<file path="src/rtl/gpio_ctrl.sv">
`default_nettype none
// ============================================================================
//  Module      : gpio_ctrl
//  Description : Memory-mapped GPIO controller with configurable pin count,
//                input synchroniser, masked output update/toggle and
//                per-pin edge detection with sticky pending bits and a
//                single level interrupt.
//  Revision    : 1.0 - initial release
// ============================================================================
module gpio_ctrl #(
    parameter int                PIN         = 8,
    parameter int                SYNC_STAGES = 2,
    parameter int                ADDR_W      = 7,
    parameter logic [ADDR_W-1:0] BASE        = 7'h78
) (
    input  logic              clk,
    input  logic              rst,
    input  logic [ADDR_W-1:0] addr,
    input  logic              we,
    input  logic [31:0]       wdata,
    output logic [31:0]       rdata,
    input  logic [PIN-1:0]    gpio_in,
    output logic [PIN-1:0]    gpio_out,
    output logic [PIN-1:0]    gpio_oe,
    output logic              irq
);

    localparam int             CNT_W  = $clog2(SYNC_STAGES + 2);
    localparam logic [CNT_W-1:0] C_WARM = CNT_W'(SYNC_STAGES + 1);

    localparam logic [2:0] C_DIR  = 3'd0;
    localparam logic [2:0] C_OUT  = 3'd1;
    localparam logic [2:0] C_MASK = 3'd2;
    localparam logic [2:0] C_IN   = 3'd3;
    localparam logic [2:0] C_RISE = 3'd4;
    localparam logic [2:0] C_FALL = 3'd5;
    localparam logic [2:0] C_PEND = 3'd6;
    localparam logic [2:0] C_TGL  = 3'd7;

    logic [PIN-1:0]   r_dir;
    logic [PIN-1:0]   r_out;
    logic [PIN-1:0]   r_mask;
    logic [PIN-1:0]   r_rise_en;
    logic [PIN-1:0]   r_fall_en;
    logic [PIN-1:0]   r_pend;
    logic [PIN-1:0]   r_prev;
    logic [PIN-1:0]   r_sync [SYNC_STAGES];
    logic [CNT_W-1:0] r_warm;

    logic             w_hit;
    logic [2:0]       w_off;
    logic             w_wr;
    logic [PIN-1:0]   w_wd;
    logic [PIN-1:0]   w_in;
    logic [PIN-1:0]   w_set;
    logic [PIN-1:0]   w_clr;
    logic             w_unused;

    // Window decode: upper address bits must match the 8-aligned base
    assign w_hit    = (addr[ADDR_W-1:3] == BASE[ADDR_W-1:3]);
    assign w_off    = addr[2:0];
    assign w_wr     = we & w_hit;
    assign w_wd     = wdata[PIN-1:0];
    assign w_unused = ^wdata;

    assign w_in  = r_sync[SYNC_STAGES-1];
    // Edges are suppressed until the synchroniser and prev register hold real pin data
    assign w_set = (r_warm != '0) ? '0
                 : ((w_in & ~r_prev & r_rise_en) | (~w_in & r_prev & r_fall_en));
    assign w_clr = (w_wr && (w_off == C_PEND)) ? w_wd : '0;

    assign gpio_out = r_out & r_dir;
    assign gpio_oe  = r_dir;
    assign irq      = |r_pend;

    // Input synchroniser chain and previous-sample register
    always_ff @(posedge clk) begin
        if (rst) begin
            for (int k = 0; k < SYNC_STAGES; k++) r_sync[k] <= '0;
            r_prev <= '0;
        end else begin
            r_sync[0] <= gpio_in;
            for (int k = 1; k < SYNC_STAGES; k++) r_sync[k] <= r_sync[k-1];
            r_prev <= w_in;
        end
    end

    // Warm-up counter: counts down to zero after reset, then holds
    always_ff @(posedge clk) begin
        if (rst) begin
            r_warm <= C_WARM;
        end else if (r_warm != '0) begin
            r_warm <= r_warm - 1'b1;
        end
    end

    // Control register writes, including masked OUT update and toggle
    always_ff @(posedge clk) begin
        if (rst) begin
            r_dir     <= '0;
            r_out     <= '0;
            r_mask    <= '0;
            r_rise_en <= '0;
            r_fall_en <= '0;
        end else if (w_wr) begin
            case (w_off)
                C_DIR:   r_dir     <= w_wd;
                C_OUT:   r_out     <= (r_out & ~r_mask) | (w_wd & r_mask);
                C_MASK:  r_mask    <= w_wd;
                C_RISE:  r_rise_en <= w_wd;
                C_FALL:  r_fall_en <= w_wd;
                C_TGL:   r_out     <= r_out ^ (w_wd & r_mask);
                default: ;
            endcase
        end
    end

    // Sticky pending bits: a new edge wins over a same-cycle W1C
    always_ff @(posedge clk) begin
        if (rst) begin
            r_pend <= '0;
        end else begin
            r_pend <= (r_pend & ~w_clr) | w_set;
        end
    end

    // Combinational read mux; zero outside the window and above PIN-1
    always_comb begin
        rdata = '0;
        if (w_hit) begin
            case (w_off)
                C_DIR:   rdata[PIN-1:0] = r_dir;
                C_OUT:   rdata[PIN-1:0] = r_out;
                C_MASK:  rdata[PIN-1:0] = r_mask;
                C_IN:    rdata[PIN-1:0] = w_in;
                C_RISE:  rdata[PIN-1:0] = r_rise_en;
                C_FALL:  rdata[PIN-1:0] = r_fall_en;
                C_PEND:  rdata[PIN-1:0] = r_pend;
                default: rdata = '0;
            endcase
        end
    end

endmodule
`default_nettype wire

</file>
<file path="config.mk">
export PLATFORM = sky130hd
export DESIGN_NAME = gpio_ctrl
export DESIGN_NICKNAME = d
export VERILOG_FILES = /design/src/rtl/gpio_ctrl.sv
export SDC_FILE = /design/constraint.sdc
export NUM_CORES = 1
export LEC_CHECK = 0
export ABC_AREA = 1
export CORE_ASPECT_RATIO = 2
export CORE_MARGIN = 4
export CORE_UTILIZATION = 49
export DETAILED_ROUTE_END_ITERATION = 10
export PLACE_DENSITY = 0.8
export SYNTH_ARGS = -nofsm -noshare
export SYNTH_HDL_FRONTEND = slang
export SYNTH_SLANG_ARGS = --single-unit
</file>
<file path="constraint.sdc">
create_clock -name clk -period 1.9 [get_ports clk]
set_input_delay 0.475 -clock clk [delete_from_list [all_inputs] [get_ports clk]]
set_output_delay 0.475 -clock clk [all_outputs]
set_load 0.02 [all_outputs]
</file>
==> flow_metrics.env, run 1 <==
export IMPL_status="finished, violations left"
export IMPL_violations="negative setup slack"
export IMPL_yosys_area_share_adder=0.00323
export IMPL_reg2regPathDepth=4
export IMPL_vias=4319
export IMPL_max_cap_violations=0
export IMPL_power_mw=3.77
export IMPL_async_flop_share=0
export IMPL_min_period_ns=2.04
export IMPL_die_x_um=70.9
export IMPL_wl_mm=12.3
export IMPL_powerDensity_nw_per_um2=694
export IMPL_dp_hpwl_mm=8.30
export IMPL_crit_required_ns=1.42
export IMPL_grt_remaining_overflow=0
export IMPL_peakVddDrop_mv=0.677
export IMPL_synth_top_family_by_area="simple AND/OR/NAND/NOR gates"
export IMPL_whs_endpoint="r_sync[0][10]"
export IMPL_final_area_um2=5440
export IMPL_dp_cells=796
export IMPL_wl_per_cell_um=15.0
export IMPL_place_area_um2=4860
export IMPL_crit_type="in -> out"
export IMPL_synth_area_per_cell_um2=6.33
export IMPL_wl_met1_mm=4.12
export IMPL_rsz0062_at_grt="yes"
export IMPL_clock_fmax_ghz=0.489
export IMPL_r2r_end="r_pend[4]"
export IMPL_route_met3_wl_um=880
export IMPL_yosys_area_share_simple=0.363
export IMPL_cts_root_buf="clkbuf_16"
export IMPL_hp_start="r_sync[0][2]"
export IMPL_grt_pass1_wl_mm=18.4
export IMPL_drive_gt1_frac=0.202
export IMPL_syn_to_final_growth_pct=40.3
export IMPL_slew_violations=0
export IMPL_cts_buffer_depth=2
export IMPL_drtPass1Iterations=5
export IMPL_synth_edff_count=0
export IMPL_core_area_um2=7660
export IMPL_worst_slack_ns=-0.143
export IMPL_die_h_um=134
export IMPL_setup_violations=8
export IMPL_fillers=612
export IMPL_start_util=0.506
export IMPL_place_congestion=0.934
export IMPL_fin_worst_skew_ns=0.00638
export IMPL_crit_path_end_kind="primary output"
export IMPL_regArea_um2=1480
export IMPL_die_area_um2=9480
export IMPL_synth_cells=612
export IMPL_synth_xor_area_frac=0
export IMPL_postCtsHoldBufs=0
export IMPL_clk_pin_slew_ns=0.06
export IMPL_fin_setup_tns_ns=-0.519
export IMPL_grt_pass1_vias=4052
export IMPL_grt_max_degree=41
export IMPL_yosysSeqAreaShare=0.382
export IMPL_cp_max_fo=8
export IMPL_rows=45
export IMPL_top_layer="met4"
export IMPL_via_per_inst=5.29
export IMPL_synthFlopType="dfxtp_1"
export IMPL_cts_buffers_inserted=9
export IMPL_yosys_register_bits=74
export IMPL_synth_warnings=0
export IMPL_fin_cells=817
export IMPL_drcViolationCount=0
export IMPL_cts_tree="done"
export IMPL_postRouteAntennaNets=0
export IMPL_wl_met2_mm=6.33
export IMPL_clock_sinks=74
export IMPL_power_leakage_nw=2.67
export IMPL_ios=99
export IMPL_r2r_start="r_warm[0]"
export IMPL_antenna_found_initial=0
export IMPL_syn_cell_area_um2=3870
export IMPL_cp_start_kind="input port"
export IMPL_reg2reg_slack_ns=0.61
export IMPL_muxShareOfSynthArea=0
export IMPL_insertion_delay_ns=0.34
export IMPL_hold_violations=0
export IMPL_min_period_over_period=1.08
export IMPL_drt_first_iter_violations=422
export IMPL_holdPathStages=2
export IMPL_synth_compound_area_frac=0.0956
export IMPL_finalNetCount=769
export IMPL_io_buffers=50
export IMPL_diodes=0
export IMPL_htreeDepth=3
export IMPL_hold_class="reg -> reg"
export IMPL_multi_input_area_um2=2120
export IMPL_synth_cell_types=24
export IMPL_grtUsageTotal=0.247
export IMPL_arrival_ns=1.57
-- power breakdown --
group          leakage [nW]  total (mW)  switching (mW)  internal [mW]
registers             0.601        1.60          0.0179           1.59
logic                  1.92       0.422           0.254          0.168
clock network         0.146        1.75           0.722           1.03
total                  2.67        3.77           0.994           2.78
-- routing by layer --
layer	track usage	vias to the layer above
met3	0.0415	80
met4	0.195	0
li1	-	2055
met2	0.446	239
met5	0	-
met1	0.238	1945
-- worst max path at each step --
stage	from	end	slack [ns]
floorplan	addr[0]	rdata[5]	-0.02
global placement	addr[1]	rdata[2]	-1.06
detailed placement	addr[1]	rdata[2]	-1.10
CTS	addr[0]	rdata[2]	-0.02
global route	addr[1]	rdata[2]	-0.15
finish	addr[1]	rdata[2]	-0.14
-- worst max-delay path, cell delays in order --
cell     delay [ns]
buf_12         0.12
nor2_4         0.15
buf_6          0.15
nand2_8        0.08
inv_2          0.07
nand2_1        0.05
nand2_1        0.10
nor2_2         0.07
a21oi_4        0.15
buf_6          0.14
-- placed cells by master (no fill, tap or decap), types with 3 or more instances in the layout --
cell               n
clkdlybuf4s50_1   25
conb_1            24
clkbuf_16          9
nand2_2            8
nor2_1           121
o21ai_0           44
o21ai_1            3
buf_6             11
nor2_2             6
clkinv_4           5
o21ai_2            7
dfxtp_1           74
dlygate4sd2_1     11
inv_1             80
nand4_1           14
nand2_4            3
inv_2              5
a21oi_4            6
nor2_4            10
buf_4             51
nand2_1          145
nand3_1           20
a21oi_1           11
buf_12             5
-- cell families after synthesis --
kind of cell,Yosys count
fa+ha+maj,1
simple gates,334
compound gates,74
other cells,1
flops,74
buf+inv,128
-- metrics by stage --
step	hold slack, ns	worst slack, ns	utilization
6_report	0.400	-0.143	0.710
4_1_cts	0.400	-0.0182	0.694
3_3_place_gp	0.389	-1.06	0.634
2_1_floorplan	0.388	-0.0167	-
3_5_place_dp	0.392	-1.10	0.634
5_1_grt	0.422	-0.149	0.710
-- area by class of cell --
type                    count  share of cell area
clock buffers               9              0.0414
clock inverters             7              0.0143
inverters                  90              0.0672
multi-input cells         434               0.391
flip-flops and latches     74               0.272
well taps                  94              0.0216
repair buffers            109               0.192
-- what timing repair did --
action,in CTS,in global routing
buffers inserted,2,1
pin swaps,17,16
setup endpoints to repair,21,10
gates cloned,2,0
gates resized for setup,119,35
-- synthesized netlist by cell type, types with 5 or more instances --
library cell / number / area (um^2)
a21oi_1: 19 / 95.1
buf_4: 26 / 195
clkbuf_1: 8 / 30.0
dfxtp_1: 74 / 1480
inv_1: 82 / 308
inv_2: 6 / 22.5
nand2_1: 155 / 582
nand3_1: 21 / 105
nand4_1: 14 / 87.6
nor2_1: 130 / 488
nor2_4: 5 / 56.3
o21ai_0: 55 / 275
Note: power is estimated with default switching activity, not from simulation.
==> run 2, diff against run 1 <==
- SLEW_MARGIN: unset -> 10
==> results of run 2 <==
Same layout as run 1: the final DEF is identical, and so are final timing and power.
